## src/rtl/dct_mem_pkg.sv

```systemverilog
// rtl/dct_mem_pkg.sv - shared parameters and state type for the DCT result memory
package dct_mem_pkg;

  localparam int DATA_W    = 192;
  localparam int RA_W      = 10;
  localparam int CA_W      = 4;
  localparam int NUM_WORDS = 1 << (RA_W + CA_W);
  localparam int COEF_W    = 12;
  localparam int COEF_N    = 16;

  typedef enum logic [1:0] {
    IDLE  = 2'd0,
    RUN   = 2'd1,
    DRAIN = 2'd2
  } state_t;

endpackage

```

## src/rtl/stream_fifo2.sv

```systemverilog
// rtl/stream_fifo2.sv - two-entry FIFO whose head register drives the output stream directly
module stream_fifo2 #(
  parameter int W = 192
) (
  input  logic         clk,
  input  logic         reset,
  input  logic         push,
  input  logic         pop,
  input  logic [W-1:0] din,
  output logic [W-1:0] head,
  output logic         valid,
  output logic [1:0]   count
);

  logic [W-1:0] tail;
  logic         pop_ok;

  // A pop on an empty FIFO is meaningless; ignore it rather than underflow.
  assign pop_ok = pop && (count != 2'd0);
  assign valid  = (count != 2'd0);

  // Entries shift toward head on pop so head is always a plain register.
  always_ff @(posedge clk or posedge reset) begin
    if (reset) begin
      head  <= '0;
      tail  <= '0;
      count <= 2'd0;
    end else begin
      case ({push, pop_ok})
        2'b10: begin
          if (count == 2'd0) head <= din;
          else               tail <= din;
          count <= count + 2'd1;
        end
        2'b01: begin
          head  <= tail;
          count <= count - 2'd1;
        end
        2'b11: begin
          if (count == 2'd1) begin
            head <= din;
          end else begin
            head <= tail;
            tail <= din;
          end
        end
        default: ;
      endcase
    end
  end

endmodule

```

## src/rtl/dct_result_streamer.sv

```systemverilog
// rtl/dct_result_streamer.sv - sequential SRAM reader streaming DCT result words over valid/ready
module dct_result_streamer #(
  parameter int DATA_W    = dct_mem_pkg::DATA_W,
  parameter int RA_W      = dct_mem_pkg::RA_W,
  parameter int CA_W      = dct_mem_pkg::CA_W,
  parameter int NUM_WORDS = dct_mem_pkg::NUM_WORDS
) (
  input  logic                 clk,
  input  logic                 reset,
  input  logic                 start,
  input  logic [RA_W+CA_W-1:0] len_m1,
  output logic [RA_W-1:0]      RA,
  output logic [CA_W-1:0]      CA,
  output logic                 NCE,
  output logic                 NWRT,
  input  logic [DATA_W-1:0]    mem_q,
  output logic                 out_valid,
  input  logic                 out_ready,
  output logic [DATA_W-1:0]    out_data,
  output logic                 out_last,
  output logic                 busy,
  output logic                 done
);

  import dct_mem_pkg::*;

  localparam int AW = RA_W + CA_W;

  if ((NUM_WORDS != (1 << AW)) || (DATA_W != COEF_W * COEF_N)) begin : g_bad_geometry
    $error("dct_result_streamer: NUM_WORDS/DATA_W inconsistent with address and coefficient widths");
  end

  state_t        state;
  logic [AW-1:0] addr;
  logic [AW-1:0] len_q;
  logic [AW-1:0] out_index;
  logic          inflight;
  logic [1:0]    fifo_count;
  logic          pop;
  logic          issue;
  logic          last_issue;
  logic          final_hs;

  // Words already owed to the FIFO (stored + in flight) minus the one leaving now must stay below 2.
  assign pop        = out_valid & out_ready;
  assign issue      = (state == RUN) &&
                      (({1'b0, fifo_count} + {2'b00, inflight}) < (3'd2 + {2'b00, pop}));
  assign last_issue = issue && (addr == len_q);
  assign final_hs   = pop && out_last;

  assign RA       = addr[AW-1:CA_W];
  assign CA       = addr[CA_W-1:0];
  assign NCE      = ~issue;
  assign NWRT     = 1'b1;
  assign busy     = (state != IDLE);
  assign out_last = out_valid && (out_index == len_q);

  // Read data returns one cycle after issue and is pushed without condition.
  stream_fifo2 #(
    .W(DATA_W)
  ) u_fifo (
    .clk   (clk),
    .reset (reset),
    .push  (inflight),
    .pop   (pop),
    .din   (mem_q),
    .head  (out_data),
    .valid (out_valid),
    .count (fifo_count)
  );

  // Sequencer: state, read address, latched length, output index and done pulse.
  always_ff @(posedge clk or posedge reset) begin
    if (reset) begin
      state     <= IDLE;
      addr      <= '0;
      len_q     <= '0;
      out_index <= '0;
      inflight  <= 1'b0;
      done      <= 1'b0;
    end else begin
      done     <= 1'b0;
      inflight <= issue;
      if (issue) addr <= addr + 1'b1;
      if (pop)   out_index <= out_index + 1'b1;
      case (state)
        IDLE: begin
          if (start) begin
            state     <= RUN;
            len_q     <= len_m1;
            addr      <= '0;
            out_index <= '0;
          end
        end
        RUN: begin
          if (last_issue) state <= DRAIN;
        end
        DRAIN: begin
          if (final_hs) begin
            state <= IDLE;
            done  <= 1'b1;
          end
        end
        default: state <= IDLE;
      endcase
    end
  end

endmodule

```

## config.mk

```make
export PLATFORM = sky130hd
export DESIGN_NAME = dct_result_streamer
export DESIGN_NICKNAME = d
export VERILOG_FILES = /design/src/rtl/dct_mem_pkg.sv /design/src/rtl/stream_fifo2.sv /design/src/rtl/dct_result_streamer.sv
export SDC_FILE = /design/constraint.sdc
export NUM_CORES = 1
export LEC_CHECK = 0
export ABC_AREA = 1
export BUFFER_PORTS_ARGS = -buffer_cell sky130_fd_sc_hd__buf_2
export CAP_MARGIN = 5
export CORE_ASPECT_RATIO = 0.75
export CORE_MARGIN = 1.5
export CORE_UTILIZATION = 35
export DETAILED_ROUTE_END_ITERATION = 10
export GPL_ROUTABILITY_DRIVEN = 0
export GPL_TIMING_DRIVEN = 0
export SYNTH_ARGS = -nofsm -noshare
export SYNTH_HDL_FRONTEND = slang
export SYNTH_SLANG_ARGS = --single-unit
```

## constraint.sdc

```tcl
create_clock -name clk -period 26.6 [get_ports clk]
set_clock_uncertainty 0.1 [all_clocks]
set_input_delay 0 -clock clk [delete_from_list [all_inputs] [get_ports clk]]
set_output_delay 0 -clock clk [all_outputs]
set_load 0.05 [all_outputs]
```

Word-level counts from Yosys, hierarchy flattened
Index checks and enable logic that the tools add are counted.
{"block": "op_classes", "n_addsub": 6, "magnitude_cmp": 1, "n_eq_ne": 14, "n_mux": 19, "bitwise": 2, "n_reduce_logical": 16}
{"op": "$mux W192", "n": 4}
{"op": "$pmux W192 S3", "n": 1}
{"op": "$pmux W192 S2", "n": 1}
{"op": "$mux W14", "n": 6}
{"op": "$add A14 B1 Y14 const B", "n": 2}
{"op": "$eq A14 B14 Y1", "n": 2}
{"op": "$ne A2 B2 Y1 const B", "n": 5}
{"op": "$reduce_bool A2 Y1", "n": 4}
{"op": "$eq A2 B1 Y1 const B", "n": 3}
{"op": "$eq A2 B2 Y1 const B", "n": 3}
{"op": "$mux W2", "n": 3}
{"op": "$pmux W2 S3", "n": 1}
{"op": "$reduce_and A3 Y1", "n": 2}
{"op": "$logic_and A1 B1 Y1", "n": 5}
{"op": "$logic_not A2 Y1", "n": 2}
{"op": "$pmux W2 S2", "n": 1}
{"op": "$reduce_and A2 Y1", "n": 2}
{"op": "$add A2 B1 Y3", "n": 1}
{"op": "$add A2 B1 Y3 const A", "n": 1}
{"op": "$lt A3 B3 Y1", "n": 1}
{"op": "$reduce_bool A3 Y1", "n": 1}
{"op": "$add A2 B1 Y2 const B", "n": 1}
{"op": "$mux W1", "n": 2}
{"op": "$ne A2 B1 Y1 const B", "n": 1}
{"op": "other kinds (3)", "n": 3}
{"block": "word_totals", "regBits": 432, "input_bits": 210, "out_inout_bits": 212, "wordCells": 67}

Logic depth before layout (Yosys ltp)
{"block": "logic_depth", "word_depth": 8, "mapped_depth": 10, "ltp_nobuf": 10}

By module
Synthesis repeated with hierarchy kept, for this count alone.
{"block": "unflattened", "hier_cells": 2686, "hier_area_um2": 20425.8}
{"module": "stream_fifo2", "instances": 1, "cells_each": 2317, "area_per_inst_um2": 17737.0, "seq_area_each_um2": 9659.3}
{"module": "dct_result_streamer", "instances": 1, "cells_each": 369, "area_per_inst_um2": 2688.8, "seq_area_each_um2": 1151.1}

Worst setup path after synthesis
No wires, ideal clock.
{"block": "synth_path", "path_type": "register -> register", "from": "register u_fifo.count[0]", "to": "register u_fifo.tail[100]", "setup_ns": 0.130, "arrival_time_ns": 1.936, "t_required_ns": 26.370, "slack_ns": 24.434, "stages_incl_launch_ff": 10, "path_buffers": 2, "period_less_slack_ns": 2.166, "path_cell_list": "dfrtp_1 inv_1 ha_1 inv_2 nand2_4 ha_1 o211ai_2 buf_2 clkbuf_1 o21ai_0"}
{"block": "synth_via", "elab_chain_cells": 6, "elab_cells_between_ends": 12}
{"element": "start: declaration", "line": "stream_fifo2.sv:12", "source": "output logic [1:0] count"}
{"element": "start signal: assignment", "line": "stream_fifo2.sv:33", "source": "count <= count + 2'd1;"}
{"element": "start signal: assignment", "line": "stream_fifo2.sv:37", "source": "count <= count - 2'd1;"}
{"element": "$reduce_bool A2 Y1 *", "line": "stream_fifo2.sv:20", "source": "assign valid = (count != 2'd0);"}
{"element": "net out_valid", "line": "dct_result_streamer.sv:17", "source": "output logic out_valid,"}
{"element": "$and A1 B1 Y1", "line": "dct_result_streamer.sv:45", "source": "assign pop = out_valid & out_ready;"}
{"element": "$logic_and A1 B1 Y1 *", "line": "stream_fifo2.sv:19", "source": "assign pop_ok = pop && (count != 2'd0);"}
{"element": "$eq A2 B2 Y1", "line": "stream_fifo2.sv:29", "source": "case ({push, pop_ok})"}
{"element": "$ne A2 B2 Y1 (no line) / $reduce_bool A2 Y1 (equally long branches)"}
{"element": "$reduce_and A3 Y1 (no line)"}
{"element": "end signal: assignment", "line": "stream_fifo2.sv:32", "source": "else tail <= din;"}
{"element": "end signal: assignment", "line": "stream_fifo2.sv:44", "source": "tail <= din;"}
{"element": "end: declaration", "line": "stream_fifo2.sv:15", "source": "logic [W-1:0] tail;"}
Mark *: on every way through the listed nets, which the timed path passes. The rest lies on a longest branch.
A chain may end at the register's enable or synchronous reset.

Worst setup path after layout
{"block": "layout_path", "from": "register u_fifo.count[0]", "to": "register u_fifo.tail[49]"}
{"block": "layout_via", "elab_chain_cells": 6, "elab_cells_between_ends": 12}
{"element": "$reduce_bool A2 Y1", "line": "stream_fifo2.sv:19, stream_fifo2.sv:20"}
{"element": "$and A1 B1 Y1", "line": "dct_result_streamer.sv:45"}
{"element": "$logic_and A1 B1 Y1", "line": "stream_fifo2.sv:19"}
{"element": "$eq A2 B2 Y1", "line": "stream_fifo2.sv:29"}
{"element": "$ne A2 B2 Y1 (no line) / $reduce_bool A2 Y1 (equally long branches)"}
{"element": "$reduce_and A3 Y1 (no line)"}
Several ways; a longest one is shown, not always the timed one.

==> impl_results.rst <==
.. list-table::
   :header-rows: 1

   * - Metric
     - Value
   * - CP Class
     - reg -> reg
   * - Compound-cell area share of the yosys netlist
     - between 10% and 20%
   * - Number of distinct library cell variants in the gate-level netlist after synthesis
     - 33
   * - Total detailed-routing wirelength
     - roughly 60000 um
   * - TNS Setup
     - 0 ps
   * - Combined global-route utilization of all metal layers
     - a little over 20%
   * - Via count of the routed design
     - between 15000 and 20000
   * - Hold Violations, Final
     - 0
   * - Share of the synthesized area in the top cell type
     - 54.5%
   * - Fraction of synthesized cell area in xor and xnor cells
     - less than 1%
   * - Post-synthesis mux area share
     - ~12%
   * - Number of remaining DRC errors
     - 0
   * - Chip width
     - approximately 280 um
   * - Placeable Area
     - between 0.05 and 0.06 sq mm
   * - Required time at the endpoint of the critical path
     - ~27000 ps
   * - Number of enable flip-flop cells after synthesis
     - 0
   * - Leakage power of the design
     - 13.8 nW
   * - Number of DRC violations after detailed-routing iteration 0
     - between 1000 and 1500
   * - Worst slew slack as a fraction of its limit
     - ~45%
   * - Buffering stage count on the worst path with inverters included
     - 3
   * - Number of fill cells in the layout
     - 5203
   * - Clock period minus worst slack
     - roughly 2900 ps
   * - Final net count
     - between 2000 and 3000
   * - Startpoint of the worst-slack reg-to-reg timing path
     - u_fifo.count[0]
   * - Via count of the first global-routing pass
     - around 17000
   * - Die height
     - 209 um
   * - Crit path max-delay family
     - buffers and inverters
   * - Tightest Pin Transition
     - a little over 800 ps
   * - Area share of fa/ha/maj cells after synthesis
     - less than 1%
   * - Clock transition at path regs
     - around 60 ps
   * - Synthesis-to-layout area growth
     - 34.5%
   * - Capturing point of the worst reg2reg path
     - u_fifo.tail[49]
   * - Routed wirelength normalized by instance count
     - ~17 um
   * - Clock buffers created by TritonCTS
     - 47
   * - Most used flip-flop cell after synthesis
     - dfrtp_1
   * - H-tree level count
     - 2
   * - Worst IR Drop VDD
     - 0.0000960 V
   * - Met2 wire len
     - ~27000 um
   * - Final non-filler cell total
     - 3516
   * - Cell-by-cell listing of the critical path
     - inv_1, ha_1, nor2_4, ha_1, nand2_1, o211ai_2, buf_2, clkbuf_1, o21ai_0
   * - TritonCTS clock tree
     - yes
   * - Master of the slowest instance on the critical path
     - clkbuf_1
   * - Simple-gate share of the synthesized area
     - around 8.5%
   * - Fraction of the yosys area taken by sequential cells
     - between 50% and 60%
   * - Cells resized by post-CTS repair
     - 0
   * - Area of the multi-input gates
     - roughly 0.0067 sq mm
   * - Placement Cell Area
     - roughly 0.023 sq mm
   * - Clock latency on the worst-skew pair
     - 570 ps
   * - DP Wirelength
     - ~43000 um
   * - Finished layout cell area
     - 0.0267 sq mm
   * - I/O pin count
     - between 400 and 500
   * - Netlist area before placement
     - ~0.020 sq mm
   * - CTS root buffer
     - clkbuf_16
   * - Max-capacitance violation count
     - 0
   * - Ratio of final minimum period to clock period
     - between 10% and 20%
   * - Wire length on met1
     - 27800 um
   * - Mean instance size in the synthesized netlist
     - ~9.6 sq um
   * - Final-report max-slew violation count
     - 0
   * - Overall overflow remaining after global route
     - 0
   * - Delay of the slowest cell on the worst path
     - ~490 ps
   * - Upper clock frequency limit
     - roughly 340 MHz
   * - Placed insts
     - ~3200
   * - CP endpoint kind
     - register
   * - Number of iterations in the first detailed-routing pass
     - 5
   * - Proportion of layout cells with a drive suffix above 1
     - approximately 29%
   * - Run status
     - complete, no violations
   * - Top cells by area in the synthesized netlist
     - dfrtp_1, inv_1, mux2_2
   * - Dpl ws
     - approximately 24000 ps
   * - Number of port buffers
     - 420
   * - Logic depth of the worst register-to-register path
     - 9
   * - Area of all sequential standard cells
     - 0.0108 sq mm
   * - Nature of the critical path startpoint
     - register
   * - Clock Sinks
     - roughly 430
   * - Min setup slack post-route
     - between 20000 and 25000 ps
   * - Met3 Routed Length
     - around 3000 um
   * - Syn Nets
     - 2275
   * - Count of nets left with antenna violations after detail routing
     - 0
   * - Highest signal layer in the routed design
     - met5
   * - Pin count of the biggest net entering global routing
     - between 100 and 150
   * - Effective utilization at floorplan
     - 35.4%
   * - Routed vias/inst
     - 4.76
   * - Critical-path maximum fanout
     - 10
   * - Total of flip-flops plus latches after synthesis
     - ~430
   * - Class of the tightest hold or removal check
     - in -> async
   * - Most prevalent standard cell on the critical path
     - ha_1
   * - Die Footprint
     - 0.0581 sq mm
   * - Site row count
     - 75
   * - First-pass GRT wire length
     - 95800 um
   * - Max Root-Sink Buffers
     - 3
   * - Combinational family with the most area after synthesis
     - compound AO/OA/AOI/OAI gates
   * - Endpoint arrival time on the critical path
     - roughly 3200 ps
   * - Initial antenna violation count
     - 4
   * - Flop-to-flop setup slack
     - around 24000 ps
   * - Power density of the placed cells
     - approximately 150 mW/mm^2
   * - # setup viols final
     - 0
   * - Post-CTS Setup Repair Bufs
     - 0
   * - Cells after synthesis
     - about 2100
   * - Yosys Warn Count
     - 0
   * - Top cell type by total area after synthesis
     - dfrtp_1
   * - RSZ-0062 raised after global routing
     - false
   * - Async set-reset flop share out of synthesis
     - 100%
## synthesized netlist by cell type, drive strengths merged (9+ instances only)
| master | count |
|---|---|
| buf | 87 |
| inv | 445 |
| clkbuf | 24 |
| a21oi | 11 |
| nor2 | 64 |
| nand2 | 332 |
| o22ai | 192 |
| mux2 | 192 |
| ha | 9 |
| dfrtp | 432 |
| o21ai | 223 |
| nand3 | 16 |
## sequential cells by signal, indices dropped and copies added, names as in the netlist
| name | cells |
|---|---|
| out_index | 14 |
| state | 2 |
| done | 1 |
| u_fifo.head | 192 |
| inflight | 1 |
| addr | 14 |
| len_q | 14 |
| u_fifo.tail | 192 |
| u_fifo.count | 2 |
## tightest hold or removal path, delay by kind of cell
kind                   cells  cell delay, ps
buffers and inverters      3            1260
## area by class of cell
class | instances | share of cell area (%)
multi-input combinational | 1068 | 25.1
tap | 731 | 3.43
clock inverter | 22 | 0.727
timing repair buffer | 640 | 16.3
buffer | 111 | 2.44
clock buffer | 65 | 5.12
antenna | 2 | 0.0188
sequential | 432 | 40.5
inverter | 445 | 6.29
## report_power, final
group / internal [mW] / switching [mW] / total, mW
combinational: 0.679 / 1.38 / 2.06
sequential: 0.987 / 0.185 / 1.17
clock: 0.380 / 0.283 / 0.663
## cells by family after synthesis
family / after synthesis
AOI/OAI and AO/OA: 428
and+or+nand+nor: 426
xor gates and xnor gates: 12
buffers and inverters: 556
DFF: 432
muxes: 192
adders and majority gates: 9
other: 1
## metrics by stage
stage	hold slack (ps)	power, mW	util [%]
after detailed placement	101	3.21	41.0
after CTS	30.7	3.92	47.7
after global routing	96.9	4.15	47.7
after global placement	96.3	3.16	40.8
final	69.8	3.89	47.7
after floorplan	9.62	2.65	-
## how the worst max path moves through the flow
| stage | startpoint | cells past startpoint | endpoint | slack [ps] |
|---|---|---|---|---|
| 2_1_floorplan | reset | 1 | addr[0] | 14470 |
| 3_3_place_gp | reset | 2 | u_fifo.head[153] | 9930 |
| 3_5_place_dp | u_fifo.count[0] | 9 | u_fifo.tail[121] | 23620 |
| 4_1_cts | u_fifo.count[0] | 9 | u_fifo.tail[121] | 23610 |
| 5_1_grt | u_fifo.count[0] | 9 | u_fifo.tail[97] | 23400 |
| 6_report | u_fifo.count[0] | 9 | u_fifo.tail[49] | 23680 |
## routing by layer
layer  vias up  global-route usage (%)
met5         -                       0
met4         2                    6.84
met3       114                    3.91
met2       446                    32.4
met1      8175                    28.8
li1       7984                       -
## repair_timing
item | CTS | global route
endpoints found under the hold margin | 531 | 0
hold buffers | 217 | 0
endpoints found under the setup margin | 0 | 0
## placed cells by master (no fill, tap or decap), types with 2 or more instances in the layout
master         count
a21oi_1           11
buf_1              2
buf_16             3
buf_2            484
buf_6             20
bufinv_16          2
clkbuf_1          31
clkbuf_16         48
clkbuf_8          10
clkinv_2          13
clkinv_4           2
clkinvlp_4         2
dfrtp_1          432
diode_2            2
dlygate4sd3_1    217
ha_1               9
inv_1            442
inv_2              2
inv_8              2
mux2_2           132
mux2_4            60
nand2_1          329
nand2_2            2
nand3_1           14
nand3_2            2
nand4_1            6
nor2_1            62
nor3_1             4
o21ai_0          223
o22ai_1          192
xnor2_1            6
xor2_1             6
No activity file was read; power rests on OpenSTA's default activity.
